## config.mk

```make
export PLATFORM = sky130hd
export DESIGN_NAME = cache_fill_fsm
export DESIGN_NICKNAME = d
export VERILOG_FILES = /design/src/rtl/cache_fill_fsm.sv
export SDC_FILE = /design/constraint.sdc
export NUM_CORES = 1
export LEC_CHECK = 0
export BUFFER_PORTS_ARGS = -buffer_cell sky130_fd_sc_hd__buf_2
export CAP_MARGIN = 15
export CORE_MARGIN = 4
export CORE_UTILIZATION = 30
export CTS_CLUSTER_DIAMETER = 150
export DETAILED_ROUTE_END_ITERATION = 6
export PLACE_DENSITY = 0.66
export SLEW_MARGIN = 10
export SYNTH_ARGS = -nofsm -noshare
export SYNTH_HDL_FRONTEND = slang
export SYNTH_SLANG_ARGS = --single-unit
export TNS_END_PERCENT = 5
```

## constraint.sdc

```tcl
create_clock -name clk -period 1.85 [get_ports clk]
set_input_delay 0.2775 -clock clk [delete_from_list [all_inputs] [get_ports clk]]
set_output_delay 0.2775 -clock clk [all_outputs]
set_load 0.02 [all_outputs]
```

## src/rtl/cache_fill_fsm.sv

```systemverilog
// cache_fill_fsm: L1 miss-handling controller.
// On a miss, latches the block base address and streams one word read per
// cycle to the pipelined main memory. Each returned word goes straight into
// the cache data array. The tag/valid write fires together with the last
// word. The controller counts returned words rather than timing them, so
// gaps in the memory response stream are tolerated.
module cache_fill_fsm #(
    parameter int WORDS_PER_BLOCK = 8,
    parameter int MEM_LATENCY     = 4
) (
    input  logic        clk,
    input  logic        rst,
    input  logic        miss_detected,
    input  logic [15:0] miss_address,
    input  logic        memory_data_valid,
    input  logic [15:0] memory_data,
    output logic        fsm_busy,
    output logic        mem_en,
    output logic [15:0] memory_address,
    output logic        write_data_array,
    output logic [2:0]  fill_word_idx,
    output logic [15:0] fill_data,
    output logic        write_tag_array,
    output logic [15:0] fill_base
);

    // Word index width, and the issue counter needs one extra bit to hold
    // the saturated "all requests sent" value.
    localparam int IDX_W = $clog2(WORDS_PER_BLOCK);
    localparam int CNT_W = IDX_W + 1;
    // Byte offset bits within a block (16-bit words, byte addressed).
    localparam int OFF_W = IDX_W + 1;

    localparam logic [CNT_W-1:0] ISSUE_DONE = CNT_W'(WORDS_PER_BLOCK);
    localparam logic [IDX_W-1:0] LAST_WORD  = IDX_W'(WORDS_PER_BLOCK - 1);
    localparam logic [15:0]      BASE_MASK  = ~16'((1 << OFF_W) - 1);

    typedef enum logic {
        IDLE = 1'b0,
        FILL = 1'b1
    } state_t;

    state_t             state;
    state_t             state_next;
    logic [CNT_W-1:0]   issue_cnt;
    logic [IDX_W-1:0]   recv_cnt;
    logic [15:0]        base_q;
    logic               issue_active;

    // Requests go out until every word of the block has been asked for.
    assign issue_active = (state == FILL) && (issue_cnt < ISSUE_DONE);

    // Returned data is written untouched; the base is exported for index/tag.
    assign fill_data = memory_data;
    assign fill_base = base_q;

    // State register.
    // NOTE: sequential state uses non-blocking assignments so every flop
    // samples pre-edge values, independent of block ordering.
    always_ff @(posedge clk) begin
        if (rst) begin
            state <= IDLE;
        end else begin
            state <= state_next;
        end
    end

    // Next-state logic: leave FILL only when the last word of the block lands.
    always_comb begin
        state_next = state;
        case (state)
            IDLE: if (miss_detected) state_next = FILL;
            FILL: if (memory_data_valid && (recv_cnt == LAST_WORD)) state_next = IDLE;
            default: state_next = IDLE;
        endcase
    end

    // Fill datapath: latch the block base on a miss, count issued and
    // received words during the fill. A new miss is only taken from IDLE.
    always_ff @(posedge clk) begin
        if (rst) begin
            base_q    <= '0;
            issue_cnt <= '0;
            recv_cnt  <= '0;
        end else if (state == IDLE) begin
            if (miss_detected) begin
                base_q    <= miss_address & BASE_MASK;
                issue_cnt <= '0;
                recv_cnt  <= '0;
            end
        end else begin
            if (issue_active) begin
                issue_cnt <= issue_cnt + 1'b1;
            end
            if (memory_data_valid) begin
                recv_cnt <= recv_cnt + 1'b1;
            end
        end
    end

    // Output decode from state and counters; everything is quiet in IDLE.
    // NOTE: every output gets a default first so no path leaves one
    // unassigned, which would otherwise infer a latch.
    always_comb begin
        fsm_busy         = 1'b0;
        mem_en           = 1'b0;
        memory_address   = '0;
        write_data_array = 1'b0;
        fill_word_idx    = '0;
        write_tag_array  = 1'b0;
        if (state == FILL) begin
            fsm_busy       = 1'b1;
            mem_en         = issue_active;
            memory_address = base_q + 16'({issue_cnt, 1'b0});
            if (memory_data_valid) begin
                write_data_array = 1'b1;
                fill_word_idx    = 3'(recv_cnt);
                write_tag_array  = (recv_cnt == LAST_WORD);
            end
        end
    end

endmodule

```

==> impl_results.md, run 1 <==
- Die area: 5366 um^2
- Initial antenna violation count: 0
- Port-buffer cells: 49
- Clk sinks: 20
- Synth Flop Type: dfxtp_1
- Vias in the first global route: around 1200
- Synthesis Warnings: 0
- Static Leak: just over 0.0008 uW
- Yosys cell types: 32
- DRT Pass-1 Iters: 4
- Area Overhead vs Synth: 38.10%
- CTS root buffer: clkbuf_8
- Worst EP arrival: ~1.7 ns
- Nature of the critical path startpoint: flop
- WHS Path Cells: 3
- Total routed wirelength: about 3400 um
- Crit. End Element: primary output
- Final #Nets: 260
- Routed Antenna Nets: 0
- First-pass GRT wire length: 5375 um
- Clk_lat worst skew: 0.26 ns
- Worst setup margin: -0.08610 ns
- Commonest cells in the netlist: nand2_1, a21oi_1, buf_4
- Initial Util: 31.48%
- Std cell rows: 23
- Max Clk Rate: around 520 MHz
- Part of the cycle the worst path needs: 104.7%
- GP Congestion: ~0.77
- Failing checks: negative setup slack
- DR DRC count: 0
- Register bit total from synthesis: 20
- Async set-reset flop share out of synthesis: 0%
- DRT iter0 DRCs: 45
- CTS HTree Levels: 1
- Total power: 1122 uW
- Fin Setup TNS: -0.1545 ns
- Fill cell count: 401
- Hold Buf Count CTS: 0
- Worst reg2reg path depth: 4
- Cell Pwr Density: 635.8 nW/um^2
- Total number of vias: roughly 1200
- Skew final: 0.003636 ns
- CP Data Required Time: 1.57 ns
- Die width: 73.26 um
- Ports: 91
- Diode count: 0
- Layout cells sized above 1: 45.41%
- RSZ-0062 raised after global routing: yes
- Total GRT Usage: between 10% and 20%
- Run status: complete, but fails checks
- Worst hold-check path type: primary input to flop
- Die height: 73.26 um
- Hold Fails Final Rpt: 0
- Via-to-Cell Ratio: 4.597
- Mapped Avg Cell Area: 7.471 um^2
- CTS tree: yes
- Mapped cell area: about 1300 um^2
- Cell taking the most area after synthesis: dfxtp_1
- Detail Placement HPWL: ~2400 um
- Final Max Slew Viols: 0
- Sequential cell area: 426.7 um^2
- Critical path class: flop to primary output
- Max-cap violations: 0
- Clk buf depth: 2
- Clk slew on worst S/H paths: 0.08 ns
- Core area: 4058 um^2
- Sequential element share of the synthesized area: 31.34%
- Yosys top cell area share: 31.34%
- Number of synthesized flops with an enable pin: 0
- Largest net degree at the start of global routing: 21
- Max VDD drop: 496.0 uV
- Critical Path Fanout Max: 7
- Final worst path period need: 1.936 ns
- Average wire per standard cell: roughly 13 um
- Endpoints failing setup: 5
- Cells after Synth: 171
- Top-count cell post-synth: nand2_1
- Area of the multi-input gates: 777.0 um^2
- GR Overflow Total: 0
- CTS buffer count: 3
- Synth top area cells: dfxtp_1, buf_4, nand2_1
==> registers in the layout, indices dropped and copies added, names as in the netlist <==
signal,flops
state,1
fill_base,12
issue_cnt,4
recv_cnt,3
==> placed cells by master (no fill, tap or decap), types with 3 or more instances in the layout <==
cell	netlist	routed
dfxtp_1	20	11
nand3_1	9	8
conb_1	1	5
clkbuf_8	0	3
dfxtp_4	0	6
buf_4	21	20
o31ai_1	4	4
nand2b_1	5	5
and3_1	4	4
or4_4	0	3
xor2_1	4	4
nor2_1	5	5
a21oi_1	23	19
and2_1	4	4
a21oi_2	0	4
buf_6	1	3
ha_1	5	3
dfxtp_2	0	3
buf_2	2	44
nand2_1	33	31
inv_1	4	4
==> area by class of cell <==
type | count | share of cell area [%]
clock buffer | 3 | 2.340
clock inverter | 1 | 1.702
inverter | 5 | 1.277
multi-input combinational | 122 | 44.04
sequential | 20 | 24.18
tap | 50 | 3.546
timing repair buffer | 67 | 22.91
==> report_power, final <==
part / internal [uW] / total (uW) / switching, uW
sequential: 447 / 473 / 26.1
clock: 289 / 436 / 148
combinational: 82.6 / 212 / 130
==> worst max-delay path, stage by stage, from the launching register on <==
cell and delay, ns:
dfxtp_4 0.38, ha_4 0.15, nand2_4 0.08, or4_4 0.49, a21oi_2 0.14, buf_4 0.16
==> through the flow <==
step                std cells  cell area [um^2]  worst slack (ns)  hold slack (ns)  util (%)
floorplan                 175              1300          -0.05645           0.4135         -
global placement          260              1523           0.07488           0.4746     37.53
detailed placement        260              1523           0.03786           0.4775     37.53
CTS                       268              1748          -0.06101           0.2328     43.08
global route              268              1764           -0.1412           0.2282     43.48
finish                    268              1764          -0.08610           0.2386     43.48
==> metal layers <==
layer	GRT usage (%)	routed length [um]
met5	0	0
met4	2.869	35
met3	3.694	270
met2	22.44	1639
met1	14.93	1462
==> cell families after synthesis <==
| logic type | synth area share [%] |
|---|---|
| other | 0.2935 |
| buffers and inverters | 16.94 |
| multiplexers | 1.567 |
| AND/OR/NAND/NOR | 29.78 |
| adder cells (fa/ha/maj) | 4.897 |
| XOR/XNOR | 3.428 |
| flip-flops | 31.34 |
| AO/OA/AOI/OAI | 11.75 |
==> timing repair <==
action,in CTS,in global routing
gates resized for setup,37,4
setup buffers,3,0
cloned,1,0
endpoints found under the setup margin,7,11
pin swaps,7,6
==> path summary, 6_finish.rpt <==
kind                                    from                         end  slack, ns
hold / removal               miss_address[6]   fill_base[6]$_SDFFE_PP0P_       0.24
setup / recovery   fill_base[4]$_SDFFE_PP0P_          memory_address[13]      -0.09
hold reg to reg   fill_base[15]$_SDFFE_PP0P_  fill_base[15]$_SDFFE_PP0P_       0.49
setup reg to reg            state$_SDFF_PP0_    recv_cnt[0]$_SDFFE_PP0P_       0.48
(Power assumes the default switching activity.)
==> run 2: changes to the inputs <==
ABC_AREA = 1   (was default)
PLACE_DENSITY = 0.65   (was 0.66)
==> run 2 against run 1 <==
Effect of this change: die area rose by 4.4%; the flow now finishes without violations; via count is 4.9% higher; clock power fell by 21%; area after synthesis up 4.9%; wire length decreased by 2.4%; critical endpoint is now memory_address[11]; critical path depth is 2 higher; highest routed layer unchanged; total power decreased by 5.0%; register-to-register slack improved by 0.21 ns.
==> impl_results.md, run 2 <==
- Max VDD drop: 198.6 uV (-60%)
- Max reg flops: 12 (unchanged)
- First-pass GRT wire length: 5464 um (+1.7%)
- Average wire per standard cell: 11.70 um (-7.9%)
- Reg-to-Reg Start: state$_SDFF_PP0_
- Detailed-route wire length on metal 1: 1562 um (+6.8%)
- Ports: 91 (unchanged)
- Cells after Synth: 197 (+15%)
- Slowest cell on crit path: dfxtp_2
- Worst EP arrival: 1.48 ns (-0.18 ns)
- Initial Util: 30.99% (-0.49 points)
- Part of the cycle the worst path needs: 95.00% (-9.7 points)
- Clk_lat worst skew: 0.26 ns (about the same)
- Final worst path period need: 1.757 ns (-0.1787 ns)
- CTS root buffer: clkbuf_8
- Met3 Routed Length: 234 um (-13%)
- Critical-path cell list: ha_2 > nand2_4 > nor2_4 > nand2_1 > nor3_1 > nor2_1 > buf_4
- Static Leak: 0.0008030 uW (-1.5%)
- CTS tree: yes
- Via-to-Cell Ratio: 4.549 (-1.0%)
- HP Start: miss_address[5]
- Register bit total from synthesis: 20 (unchanged)
- Hold Buf Count CTS: 0 (unchanged)
- Layout cells sized above 1: 33.19% (-12 points)
- Critical Path Fanout Max: 5 (-2)
- RSZ-0062 raised after global routing: yes
- Initial antenna violation count: 0 (unchanged)
- Mapped cell area: 1340 um^2 (+4.9%)
- Async set-reset flop share out of synthesis: 0% (unchanged)
- Top sig layer: met4
- Clk buf depth: 2 (unchanged)
- GR Overflow Total: 0 (unchanged)
- Port-buffer cells: 49 (unchanged)
- Top-count cell post-synth: nand2_1
- Routed Antenna Nets: 0 (unchanged)
- Synth top area cells: dfxtp_1, buf_4, nand2_1
- Core area: 4324 um^2 (+6.6%)
- Final #Nets: 274 (+5.4%)
- Clk sinks: 20 (unchanged)
- Max Clk Rate: 569.0 MHz (+10%)
- Leading cell type in the layout, fill and taps excluded: buf_2
- Total number of vias: 1292 (+4.9%)
- Final Cell Area: 1584 um^2 (-10%)
- Commonest non-fill, non-tap cells in the layout: buf_2, nand2_1, nor2_1
- Die width: 74.84 um (+2.2%)
- Synth Flop Type: dfxtp_1
- Worst Setup SP: issue_cnt[3]$_SDFFE_PP0P_
- Wire length on met2: 1494 um (-8.8%)
- Commonest cells in the netlist: nand2_1, nor2_1, buf_4, inv_1
- Crit. End Element: primary output
- Cell Pwr Density: 672.6 nW/um^2 (+5.8%)
- CTS HTree Levels: 1 (unchanged)
- Yosys top cell area share: 29.88% (-1.5 points)
- Die height: 74.84 um (+2.2%)
- Total GRT Usage: 12.40% (-0.26 points)
- Run status: completed
- Worst setup margin: 0.09255 ns (+0.1787 ns)
- Std cell rows: 24 (+4.3%)
- Max-cap violations: 0 (unchanged)
- Worst hold-check path type: primary input to flop
- GP Congestion: 0.7393 (-3.7%)
- Cell taking the most area after synthesis: dfxtp_1
- Mapped Avg Cell Area: 6.802 um^2 (-8.9%)
- Yosys cell types: 23 (-28%)
- Final Util: 36.63% (-6.8 points)
- Fin Setup TNS: 0 ns (+0.1545 ns)
- Area Overhead vs Synth: 18.21%
- Critical path class: flop to primary output
- Total routed wirelength: 3324 um (-2.4%)
- DRT iter0 DRCs: 61 (+36%)
- Clk slew on worst S/H paths: 0.08 ns (about the same)
- Diode count: 0 (unchanged)
- Vias in the first global route: 1176 (+0.60%)
- Final Max Slew Viols: 0 (unchanged)
- CTS buffer count: 3 (unchanged)
- Detail Placement HPWL: 2495 um (+5.9%)
- DP Area: 1479 um^2 (-2.9%)
- DRT Pass-1 Iters: 4 (unchanged)
- Hold Fails Final Rpt: 0 (unchanged)
- DR DRC count: 0 (unchanged)
- Sequential element share of the synthesized area: 29.88% (-1.5 points)
- Number of synthesized flops with an enable pin: 0 (unchanged)
- CP max stage delay: 0.35 ns (-0.14 ns)
- Largest net degree at the start of global routing: 26 (+24%)
- Skew final: 0.003343 ns (-0.0002924 ns)
- CP Data Required Time: 1.57 ns (about the same)
- Synthesis Warnings: 0 (unchanged)
- Endpoints failing setup: 0 (-5)
- Pre-CTS setup slack: 0.2605 ns (+0.2226 ns)
- Die area: 5600 um^2 (+4.4%)
- Nature of the critical path startpoint: flop
-- run 2: worst paths after layout --
path                               end  slack (ns)  cells past startpoint
min          fill_base[5]$_SDFFE_PP0P_        0.24                      3
max reg2reg  issue_cnt[3]$_SDFFE_PP0P_        0.69                      5
max                 memory_address[11]        0.09                      7
min reg2reg  issue_cnt[2]$_SDFFE_PP0P_        0.49                      1
-- run 2: what timing repair did --
| action | in CTS | in global routing |
|---|---|---|
| buffers inserted | 0 | 1 |
| setup endpoints to repair | 4 | 9 |
| pin swaps | 1 | 2 |
| gates cloned | 1 | 0 |
| gates resized for setup | 4 | 10 |
-- run 2: area by class of cell --
type | count | area (um^2)
clock buffers | 4 | 55.05
fillers | 489 | 2740
inverters | 25 | 96.34
multi-input cells | 130 | 678.2
flip-flops and latches | 20 | 406.6
well taps | 52 | 65.06
repair buffers | 53 | 282.8
-- run 2: kinds of logic (layout without fill, tap and decap cells) --
kind of cell	after synthesis	after routing	synth area share, %
buf+inv	52	82	22.78
compound gates	42	42	16.06
fa+ha+maj	5	5	4.669
other cells	1	5	0.2798
flops	20	20	29.88
simple gates	77	78	26.33
-- run 2: stage by stage --
step	power, uW	hold slack, ns	std cells
2_1_floorplan	709.7	0.3466	201
4_1_cts	1076	0.2380	283
6_report	1065	0.2412	284
3_3_place_gp	723.1	0.4630	278
3_5_place_dp	725.5	0.4711	278
5_1_grt	1131	0.2636	284
-- run 2: worst max-delay path: cells and delay by family, from the launching register on --
family / cells / cell delay, ns
adders and majority gates: 1 / 0.21
buffers and inverters: 1 / 0.16
DFF: 1 / 0.35
and+or+nand+nor: 5 / 0.50
-- run 2: per-layer routing --
metal	vias to the layer above	GRT usage, %
met4	0	4.150
li1	675	-
met3	4	1.869
met5	-	0
met1	576	16.87
met2	37	20.02
-- run 2: power breakdown --
group	internal, uW	switching [uW]	leakage [uW]
combinational	78.1	154	0.000608
clock	190	156	0.0000288
sequential	459	28.2	0.000166
